File: src/rtl/parity_frame_tx_ctrl.sv
// parity_frame_tx_ctrl: framed serial transmitter sending start, LSB-first data, parity and stop bits
module parity_frame_tx_ctrl #(
  parameter int DATA_W       = 4,
  parameter int CLKS_PER_BIT = 4,
  parameter int ODD_PARITY   = 0
) (
  input  logic              clk,
  input  logic              rst,
  input  logic              in_valid,
  input  logic [DATA_W-1:0] in_data,
  output logic              in_ready,
  output logic              tx,
  output logic              busy,
  output logic              parity_out,
  output logic              frame_done
);
  localparam int CW = CLKS_PER_BIT > 1 ? $clog2(CLKS_PER_BIT) : 1;
  localparam int BW = DATA_W > 1 ? $clog2(DATA_W) : 1;
  localparam logic [CW-1:0] CNT_LAST = CW'(CLKS_PER_BIT - 1);
  localparam logic [BW-1:0] BIT_LAST = BW'(DATA_W - 1);
  typedef enum logic [2:0] {IDLE, START, DATA, PARITY, STOP} state_t;
  state_t state, state_n;
  logic [CW-1:0] cnt, cnt_n;
  logic [BW-1:0] bit_idx, bit_n;
  logic [DATA_W-1:0] shift, shift_n;
  logic par_n, tx_n, wrap, accept;
  // Outputs are registered from the next-state values so tx lines up with the state it belongs to
  always_comb begin
    accept = in_valid && in_ready;
    wrap = cnt == CNT_LAST;
    state_n = state;
    cnt_n = (state == IDLE || wrap) ? '0 : cnt + 1'b1;
    bit_n = bit_idx;
    shift_n = shift;
    par_n = parity_out;
    case (state)
      IDLE: if (accept) begin
        state_n = START;
        shift_n = in_data;
        par_n = (^in_data) ^ 1'(ODD_PARITY);
      end
      START: if (wrap) begin
        state_n = DATA;
        bit_n = '0;
      end
      DATA: if (wrap) begin
        if (bit_idx == BIT_LAST) state_n = PARITY;
        else begin
          bit_n = bit_idx + 1'b1;
          shift_n = shift >> 1;
        end
      end
      PARITY: if (wrap) state_n = STOP;
      STOP: if (wrap) state_n = IDLE;
      default: state_n = IDLE;
    endcase
    tx_n = state_n == START ? 1'b0 : state_n == DATA ? shift_n[0] : state_n == PARITY ? par_n : 1'b1;
  end
  always_ff @(posedge clk) begin
    if (rst) begin
      state <= IDLE;
      cnt <= '0;
      bit_idx <= '0;
      shift <= '0;
      tx <= 1'b1;
      in_ready <= 1'b1;
      busy <= 1'b0;
      frame_done <= 1'b0;
      parity_out <= 1'b0;
    end else begin
      state <= state_n;
      cnt <= cnt_n;
      bit_idx <= bit_n;
      shift <= shift_n;
      tx <= tx_n;
      in_ready <= state_n == IDLE;
      busy <= state_n != IDLE;
      frame_done <= state == STOP && state_n == IDLE;
      parity_out <= par_n;
    end
  end
endmodule

File: config.mk
export PLATFORM = sky130hd
export DESIGN_NAME = parity_frame_tx_ctrl
export DESIGN_NICKNAME = d
export VERILOG_FILES = /design/src/rtl/parity_frame_tx_ctrl.sv
export SDC_FILE = /design/constraint.sdc
export NUM_CORES = 1
export LEC_CHECK = 0
export ABC_AREA = 1
export BUFFER_PORTS_ARGS = -buffer_cell sky130_fd_sc_hd__buf_2
export CAP_MARGIN = 20
export CORE_UTILIZATION = 49
export CTS_CLUSTER_SIZE = 16
export DETAILED_ROUTE_END_ITERATION = 6
export PLACE_DENSITY = 0.69
export SETUP_SLACK_MARGIN = 0.5
export SLEW_MARGIN = 20
export SYNTH_ARGS = -nofsm -noshare
export SYNTH_HDL_FRONTEND = slang
export SYNTH_SLANG_ARGS = --single-unit
File: constraint.sdc
create_clock -name clk -period 1.42 [get_ports clk]
set_clock_uncertainty 0.15 [all_clocks]
set_input_delay 0.284 -clock clk [delete_from_list [all_inputs] [get_ports clk]]
set_output_delay 0.284 -clock clk [all_outputs]
set_load 0.02 [all_outputs]
==> reports/metrics.cfg, run 1 <==
[cts]
root_buffer=clkbuf_4
htreeDepth=1
cts_hold_buf=0
tritoncts=built
cts_sinks=16
clkTransAtPathRegs_ns=0.09
cts_made_buffers=3
clockBufferDepth=2
clk_latency_ns=0.29

[global_routing]
first_global_vias=864
grtUsageTotal_pct=24.6
antenna_found_initial=0
grt_pass1_wl_um=3540
grt_max_degree=11
grt_overflow=0

[setup_path]
arrival_ns=1.41
cp-start-kind=register
crit_path_max_fanout=6
r2r_slack_ns=0.04
crit_path_end_kind=register
crit_start=state[0]
rr_startpoint=state[0]
critical_path_class=register to register
cp.required_ns=1.45
rr_endpoint=bit_idx[1]
r2r_cells=6
endpoint=bit_idx[1]

[power]
p_total_uw=993
leakage_nw=0.557
vdd.ir_drop.worst_uv=622
power_density_mw_per_mm2=797

[finish]
nets=164
diodes=0
drive_gt1_share_pct=43.8
multi_input_area_um2=591
regArea_um2=345
fillCellCount=152
post-route-util_pct=72.2
area_delta_synth_final_pct=38.0
stdcell_count=178

[synthesis]
async_reset_ff_share_pct=0
syn_nets=141
synth_seq_area_share_pct=35.5
synth_compound_area_share_pct=9.42
yosysUniqueCellTypes=24
yosysWarnings=0
syn_inst=131
synth_top_family_by_area=simple AND/OR/NAND/NOR gates
ys_ff_latch=16
yosys.cell_count.top_type=nand2_1
yosys.area_share.simple_pct=39.2
syn_area_per_cell_um2=6.90
yosysTopAreaCell=dfxtp_1
synth_edf_count=0
synth_fa_ha_area_share_pct=4.16
syn-cell-area_um2=903
synth_common_cells=nand2_1 (26), inv_1 (22), nand3_1 (17)
synth_area_leaders=dfxtp_1 (35%), nand2_1 (11%), nand3_1 (9.4%)
synth_top_area_share_pct=35.5
synth_mux_area_share_pct=0
synth-xor-area-share_pct=0
synth_ff_type=dfxtp_1

[sta]
rsz0062_at_grt=true
slew_headroom_pct=81.2
final-max-slew-violation-count=0
hold_viol_final=0
setup_viol=0
clock.fmax_ghz=0.724
setup_ws_ns=0.0381
tightest_slew_ns=0.279
finalCriticalPeriod_ns=1.38
fin_crit_sh_pct=97.3

[drt]
wl_per_cell_um=12.2
drtIter0Drc=7
wl_met2_um=1100
drtPass1Iterations=5
ant_nets=0
avgViaCountPerCell=5.15
top_layer_used=met4
dr_wl_met3_um=53
wirelength_um=2160
m1WireLength_um=976
drc=0
vias=917

[floorplanning]
die-area_mm2=0.00202
coreArea_mm2=0.00173
num_rows=15
io_pins=12
initial_core_util_pct=52.3
die_w_um=44.9
die_h_um=44.9

[placed_design]
dp_cells=166
io_buffers=11
place_congestion=0.849
hpwlAfterDp_um=1480
pre_cts_slack_ns=-0.0116

[min_path]
hold_class=input port to register

[status]
status=completed

[flow_run]
cap_violations=0

-- worst min path at each step --
stage	from	endpoint	slack, ns	cells after the start
floorplan	in_data[3]	shift[3]	0.28	2
global placement	cnt[0]	cnt[0]	0.30	1
detailed placement	cnt[0]	cnt[0]	0.31	1
CTS	in_data[3]	shift[3]	0.1	3
global route	in_data[3]	shift[3]	0.13	3
finish	in_data[3]	shift[3]	0.11	3
-- critical path: stages (launching register included) --
cell and delay (ns):
dfxtp_4 0.37, nor2_4 0.21, nand2_4 0.11, o21ai_2 0.19, nand3_1 0.11, nand2_1 0.07
a21oi_1 0.06
-- layer usage --
layer,vias up,global-route usage (%)
met3,4,5.20
met4,0,10.9
met1,429,27.9
met5,-,0
li1,469,-
met2,15,44.1
-- layout by cell type, fill, tap and decap left out, drive strengths merged --
cell type,n
nand3,20
a31oi,2
o21ai,4
o22ai,2
dfxtp,16
inv,24
or2,1
nand3b,1
ha,3
nor2,17
and3,1
a21oi,5
o21bai,1
nand2,27
buf,20
nand4,5
clkbuf,4
-- area by class of cell --
cell class | count | share of cell area [%]
clock buffer | 4 | 2.11
inverter | 24 | 7.63
multi-input combinational | 89 | 47.4
sequential | 16 | 27.7
tap | 25 | 2.51
timing repair buffer | 20 | 12.7
-- report_power, final --
group / switching (mW) / leakage [nW] / internal, mW
registers: 0.0241 / 0.136 / 0.476
clock network: 0.146 / 0.0150 / 0.109
logic: 0.136 / 0.407 / 0.102
-- logic make-up after synthesis --
kind of cell,count (synthesis)
compound gates,14
fa+ha+maj,3
buf+inv,26
flops,16
simple gates,72
-- repair_timing --
item                                    CTS  global route
endpoints found under the setup margin   21            21
pin swaps                                 4             0
resized for setup                        34            10
buffers inserted                          8             0
-- per-stage QoR --
| stage | setup TNS [ns] | area, um2 | hold slack [ns] |
|---|---|---|---|
| after floorplan | 0 | 955 | 0.281 |
| after global placement | 0 | 1030 | 0.298 |
| after detailed placement | -0.0116 | 1030 | 0.305 |
| after CTS | 0 | 1210 | 0.0992 |
| after global routing | -0.0832 | 1250 | 0.128 |
| final | 0 | 1250 | 0.109 |
-- sequential cells by signal, indices dropped and copies added, names as in the netlist --
register	flops
state	3
tx	1
frame_done	1
parity_out	1
cnt	2
in_ready	1
busy	1
bit_idx	2
shift	4
Note: power is estimated with default switching activity, not from simulation.
==> run 2, diff against run 1 <==
ABC_AREA = default   (was 1)
==> reports/metrics.cfg, run 2 <==
[status]
status=complete, but fails checks
violations=setup timing

[setup_path]
rr_endpoint=tx
rr_startpoint=cnt[1]
cp.required_ns=1.44
critical_path_class=register to register
r2r_cells=5
crit_start=cnt[1]
cp-start-kind=register
r2r_slack_ns=-0.05
arrival_ns=1.49
crit_path_end_kind=register
crit_path_max_fanout=5

[drt]
wl_met2_um=946
avgViaCountPerCell=5.35
vias=706
drtPass1Iterations=4
drc=0
top_layer_used=met4
wirelength_um=1880
dr_wl_met3_um=25
m1WireLength_um=890
drtIter0Drc=4
wl_per_cell_um=14.3
ant_nets=0

[cts]
clkTransAtPathRegs_ns=0.10
root_buffer=clkbuf_4
clockBufferDepth=2
tritoncts=built
cts_made_buffers=3
cts_sinks=16
clk_latency_ns=0.28
htreeDepth=1

[synthesis]
yosysUniqueCellTypes=42
yosysTopAreaCell=dfxtp_1
synth_common_cells=dfxtp_1 (16), nor2_1 (6), nor2b_1 (4)
yosysWarnings=0
async_reset_ff_share_pct=0
syn-cell-area_um2=885
syn_inst=86
synth_edf_count=0
synth_area_leaders=dfxtp_1 (36%), ha_1 (4.2%), buf_6 (3.8%)
synth_seq_area_share_pct=36.2
synth_top_area_share_pct=36.2
syn_nets=96
synth_ff_type=dfxtp_1
yosys.cell_count.top_type=dfxtp_1
ys_ff_latch=16
syn_area_per_cell_um2=10.3

[finish]
stdcell_count=132
nets=119
regMostFlops=shift
final_common_cell=buf_4
layout_common_cells=buf_4 (11), dfxtp_2 (7), buf_2 (6), buf_6 (6)
area_delta_synth_final_pct=42.7
largest_reg_flops=4
drive_gt1_share_pct=60.2
top_regs=shift (4), state (3)
diodes=0

[min_path]
hold_path_end=shift[3]
hold_class=input port to register
min_path_cells=3
min-delay-start=in_data[3]

[placed_design]
io_buffers=11
place_congestion=0.730
hpwlAfterDp_um=1350
dp_cells=124

[floorplanning]
initial_core_util_pct=55.5
die-area_mm2=0.00198
coreArea_mm2=0.00159
io_pins=12
die_w_um=44.5
die_h_um=44.5
num_rows=14

[sta]
tightest_slew_ns=0.361
fin_crit_sh_pct=104
tns_ns=-0.167
setup_viol=6
final-max-slew-violation-count=0
rsz0062_at_grt=true
clock.fmax_ghz=0.679
setup_ws_ns=-0.0524
hold_viol_final=0
finalCriticalPeriod_ns=1.47
slew_headroom_pct=75.9

[global_routing]
antenna_found_initial=0
grt_overflow=0
grtUsageTotal_pct=21.8
grt_max_degree=16
grt_pass1_wl_um=3080
first_global_vias=672

[power]
leakage_nw=0.480
p_total_mw=1.04
vdd.ir_drop.worst_uv=514
power_density_mw_per_mm2=820

[flow_run]
cap_violations=0

## run 2: changes by cell type in the layout (fill, tap and decap cells not counted), sizes merged, moves of 3 or more
cell and delta:
nand2 -27, xnor2 +3, nor2 -10, nand4 -5, nor2b +4, nand3 -19
nor3 +3, buf +4, inv -23
## run 2: timing repair
item                                    CTS  global route
setup buffers                             3             1
endpoints found under the setup margin   21            21
hold buffers                              0             0
pin swaps                                 7             6
resized for setup                        19            12
## run 2: cells by family (layout without fill, tap and decap cells)
logic type / count (synthesis) / in the layout / share of synthesized area [%]
AND/OR/NAND/NOR: 34 / 34 / 27.9
AO/OA/AOI/OAI: 21 / 21 / 20.7
flip-flops: 16 / 16 / 36.2
buffers and inverters: 7 / 29 / 5.80
adder cells (fa/ha/maj): 3 / 3 / 4.24
XOR/XNOR: 3 / 3 / 2.97
multiplexers: 2 / 2 / 2.26
## run 2: per-stage QoR
stage	util [%]	instance area [um2]	hold WS [ns]	setup WS, ns
6_report	79.2	1260	0.108	-0.0524
2_1_floorplan	-	973	0.196	-0.0259
4_1_cts	75.0	1200	0.106	-0.0473
3_3_place_gp	67.9	1080	0.309	-0.0290
3_5_place_dp	67.9	1080	0.317	-0.0459
5_1_grt	79.2	1260	0.131	-0.109
## run 2: worst max-delay path: stages (launching register included)
cell,delay [ns]
dfxtp_4,0.39
ha_4,0.15
or3b_1,0.34
o2111ai_1,0.08
o211a_1,0.19
a22oi_2,0.05
## run 2: power by group
| group | total (mW) | switching (mW) | internal, mW |
|---|---|---|---|
| Clock | 0.303 | 0.147 | 0.156 |
| Combinational | 0.219 | 0.101 | 0.118 |
| Sequential | 0.513 | 0.0377 | 0.475 |
| Total | 1.04 | 0.286 | 0.750 |
## run 2: metal layers
layer	global-route usage (%)	up-vias
met3	3.67	2
met4	9.09	0
met1	27.4	331
li1	-	369
met2	36.5	4
met5	0	-
## run 2: how the worst max path moves through the flow
stage	to	slack, ns	cells past startpoint
final	tx	-0.05	5
after global routing	bit_idx[1]	-0.11	6
after CTS	tx	-0.05	5
after detailed placement	tx	-0.05	5
after global placement	shift[1]	-0.03	4
after floorplan	shift[1]	-0.03	6
## run 2: area by class of cell
class,count,area (um2)
Clock buffer,4,36.3
Multi-Input combinational cell,63,644
Fill cell,102,332
Inverter,1,3.75
Sequential cell,16,348
Timing Repair Buffer,24,200
Tap cell,24,30.0
==> run 3, diff against run 2 <==
ABC_AREA = 1   (was default)
CORE_UTILIZATION = 55   (was 49)
PLACE_DENSITY = 0.74   (was 0.69)
SETUP_SLACK_MARGIN = default   (was 0.5)
clock period = 1.4 ns   (was 1.42 ns; I/O delays follow)
==> reports/metrics.cfg, run 3 (synthesis gave the netlist of run 1 again) <==
[setup_path]
crit_chain=nor2_4, nand2_4, inv_4, nand3_1, nand3_1, nand2_1, nand3_1
crit_path_end_kind=register
max_stage_delay_ns=0.38
crit_path_max_fanout=6
cp_common_cell=nand3_1
worst_path_max_delay_cell=dfxtp_4
cp.required_ns=1.48
cp-start-kind=register
arrival_ns=1.53
critical_path_class=register to register

[finish]
drive_gt1_share_pct=39.1
top_regs=shift (4), state (3)
fillCellCount=91
area_delta_synth_final_pct=39.1
largest_reg_flops=4
diodes=0
nets=172
regMostFlops=shift
final_common_cell=nand2_1
layout_common_cells=nand2_1 (21), inv_1 (20), nand3_1 (15), buf_4 (15), nor2_1 (13)

[global_routing]
grt_pass1_wl_um=3310
gr-usage-met1_pct=30.7
first_global_vias=810
antenna_found_initial=0
grt_use_met3_pct=2.59
grt-busiest-layer=met2
grt_overflow=0
grtUsageTotal_pct=24.1
grt_max_degree=11
grtUsageMet2_pct=40.3

[cts]
cts_made_buffers=3
cts_sinks=16
clk_latency_ns=0.28
htreeDepth=1
clockBufferDepth=2
root_buffer=clkbuf_4
cts_hold_buf=0
tritoncts=built
clkTransAtPathRegs_ns=0.10

[power]
combPwrFrac_pct=24.5
vdd.ir_drop.worst_uv=590
leakage_nw=0.582
p_total_mw=1.07
internal-power_uw=750
power_density_mw_per_mm2=854
seq_power_share_pct=47.1
switching_share_pct=30.0
p_sw_uw=322
p_clk_share_pct=28.5

[sta]
finalCriticalPeriod_ns=1.45
tightest_slew_ns=0.321
hold_viol_final=0
final-max-slew-violation-count=0
rsz0062_at_grt=true
fin_crit_sh_pct=104
setup_ws_ns=-0.0531
fin_hold_ws_ns=0.108
setup_viol=4
slew_headroom_pct=78.4
tns_ns=-0.184
clock.fmax_ghz=0.688

[placed_design]
io_buffers=11
hpwlAfterDp_um=1440
place_congestion=0.866

[flow_run]
cap_violations=0

[floorplanning]
coreArea_mm2=0.00152
die_w_um=42.5
io_pins=12
num_rows=14
die-area_mm2=0.00181
die_h_um=42.5
initial_core_util_pct=59.3

[drt]
wirelength_um=2410
drtPass1Iterations=5
drc=0
wl_per_cell_um=13.6
drtIter0Drc=33
ant_nets=0
vias=1002
avgViaCountPerCell=5.66

[min_path]
hold_class=input port to register

[status]
status=complete, but fails checks
violations=setup timing

-- run 3: cell types whose count changed in the layout (fill, tap and decap cells not counted), sizes merged, moves of 3 or more --
cell,delta
nor3,-3
nand4,+5
inv,+23
nor2b,-4
nand2,+27
nand3,+19
buf,+4
xnor2,-3
nor2,+10
-- run 3: final timing paths --
path | start | endpoint | slack [ns] | cells after the start
max | state[2] | tx | -0.05 | 7
min | in_data[3] | shift[3] | 0.11 | 3
max reg2reg | state[2] | tx | -0.05 | 7
min reg2reg | cnt[0] | cnt[0] | 0.32 | 1
-- run 3: worst max-delay path, delay by kind of cell (launching register included) --
kind,cells,cell delay [ns]
flip-flops,1,0.38
buffers and inverters,1,0.10
AND/OR/NAND/NOR,6,0.77
-- run 3: repair_timing --
item / 4_1_cts / 5_1_grt
pin swaps: 1 / 8
setup buffers: 1 / 5
resized for setup: 8 / 28
setup endpoints to repair: 6 / 11
-- run 3: routing by layer --
metal / up-vias / part of all wire, %
met5: - / 0
met3: 8 / 7.4
met1: 449 / 42
met4: 0 / 1.4
met2: 58 / 49
li1: 487 / -
-- run 3: final cells by class --
class,instances,area (um2),area share [%]
clock buffers,4,36.3,2.89
inverters,24,92.6,7.37
multi-input cells,89,582,46.3
flip-flops and latches,16,335,26.7
well taps,16,20.0,1.59
repair buffers,28,190,15.1
-- run 3: power groups by stage --
stage	combinational [mW]	clock, mW	sequential [mW]
2_1_floorplan	0.130	0	0.522
3_3_place_gp	0.201	0	0.511
3_5_place_dp	0.205	0	0.513
4_1_cts	0.210	0.314	0.505
5_1_grt	0.288	0.330	0.508
6_report	0.262	0.305	0.505
-- run 3: metrics by stage --
| stage | cells | util (%) | area (um2) | setup WS (ns) |
|---|---|---|---|---|
| final | 177 | 82.4 | 1260 | -0.0531 |
| after CTS | 172 | 73.0 | 1110 | -0.00218 |
| after detailed placement | 167 | 68.6 | 1040 | -0.0637 |
| after global routing | 177 | 82.4 | 1260 | -0.134 |
| after floorplan | 131 | - | 903 | 0.0358 |
| after global placement | 167 | 68.6 | 1040 | -0.0250 |
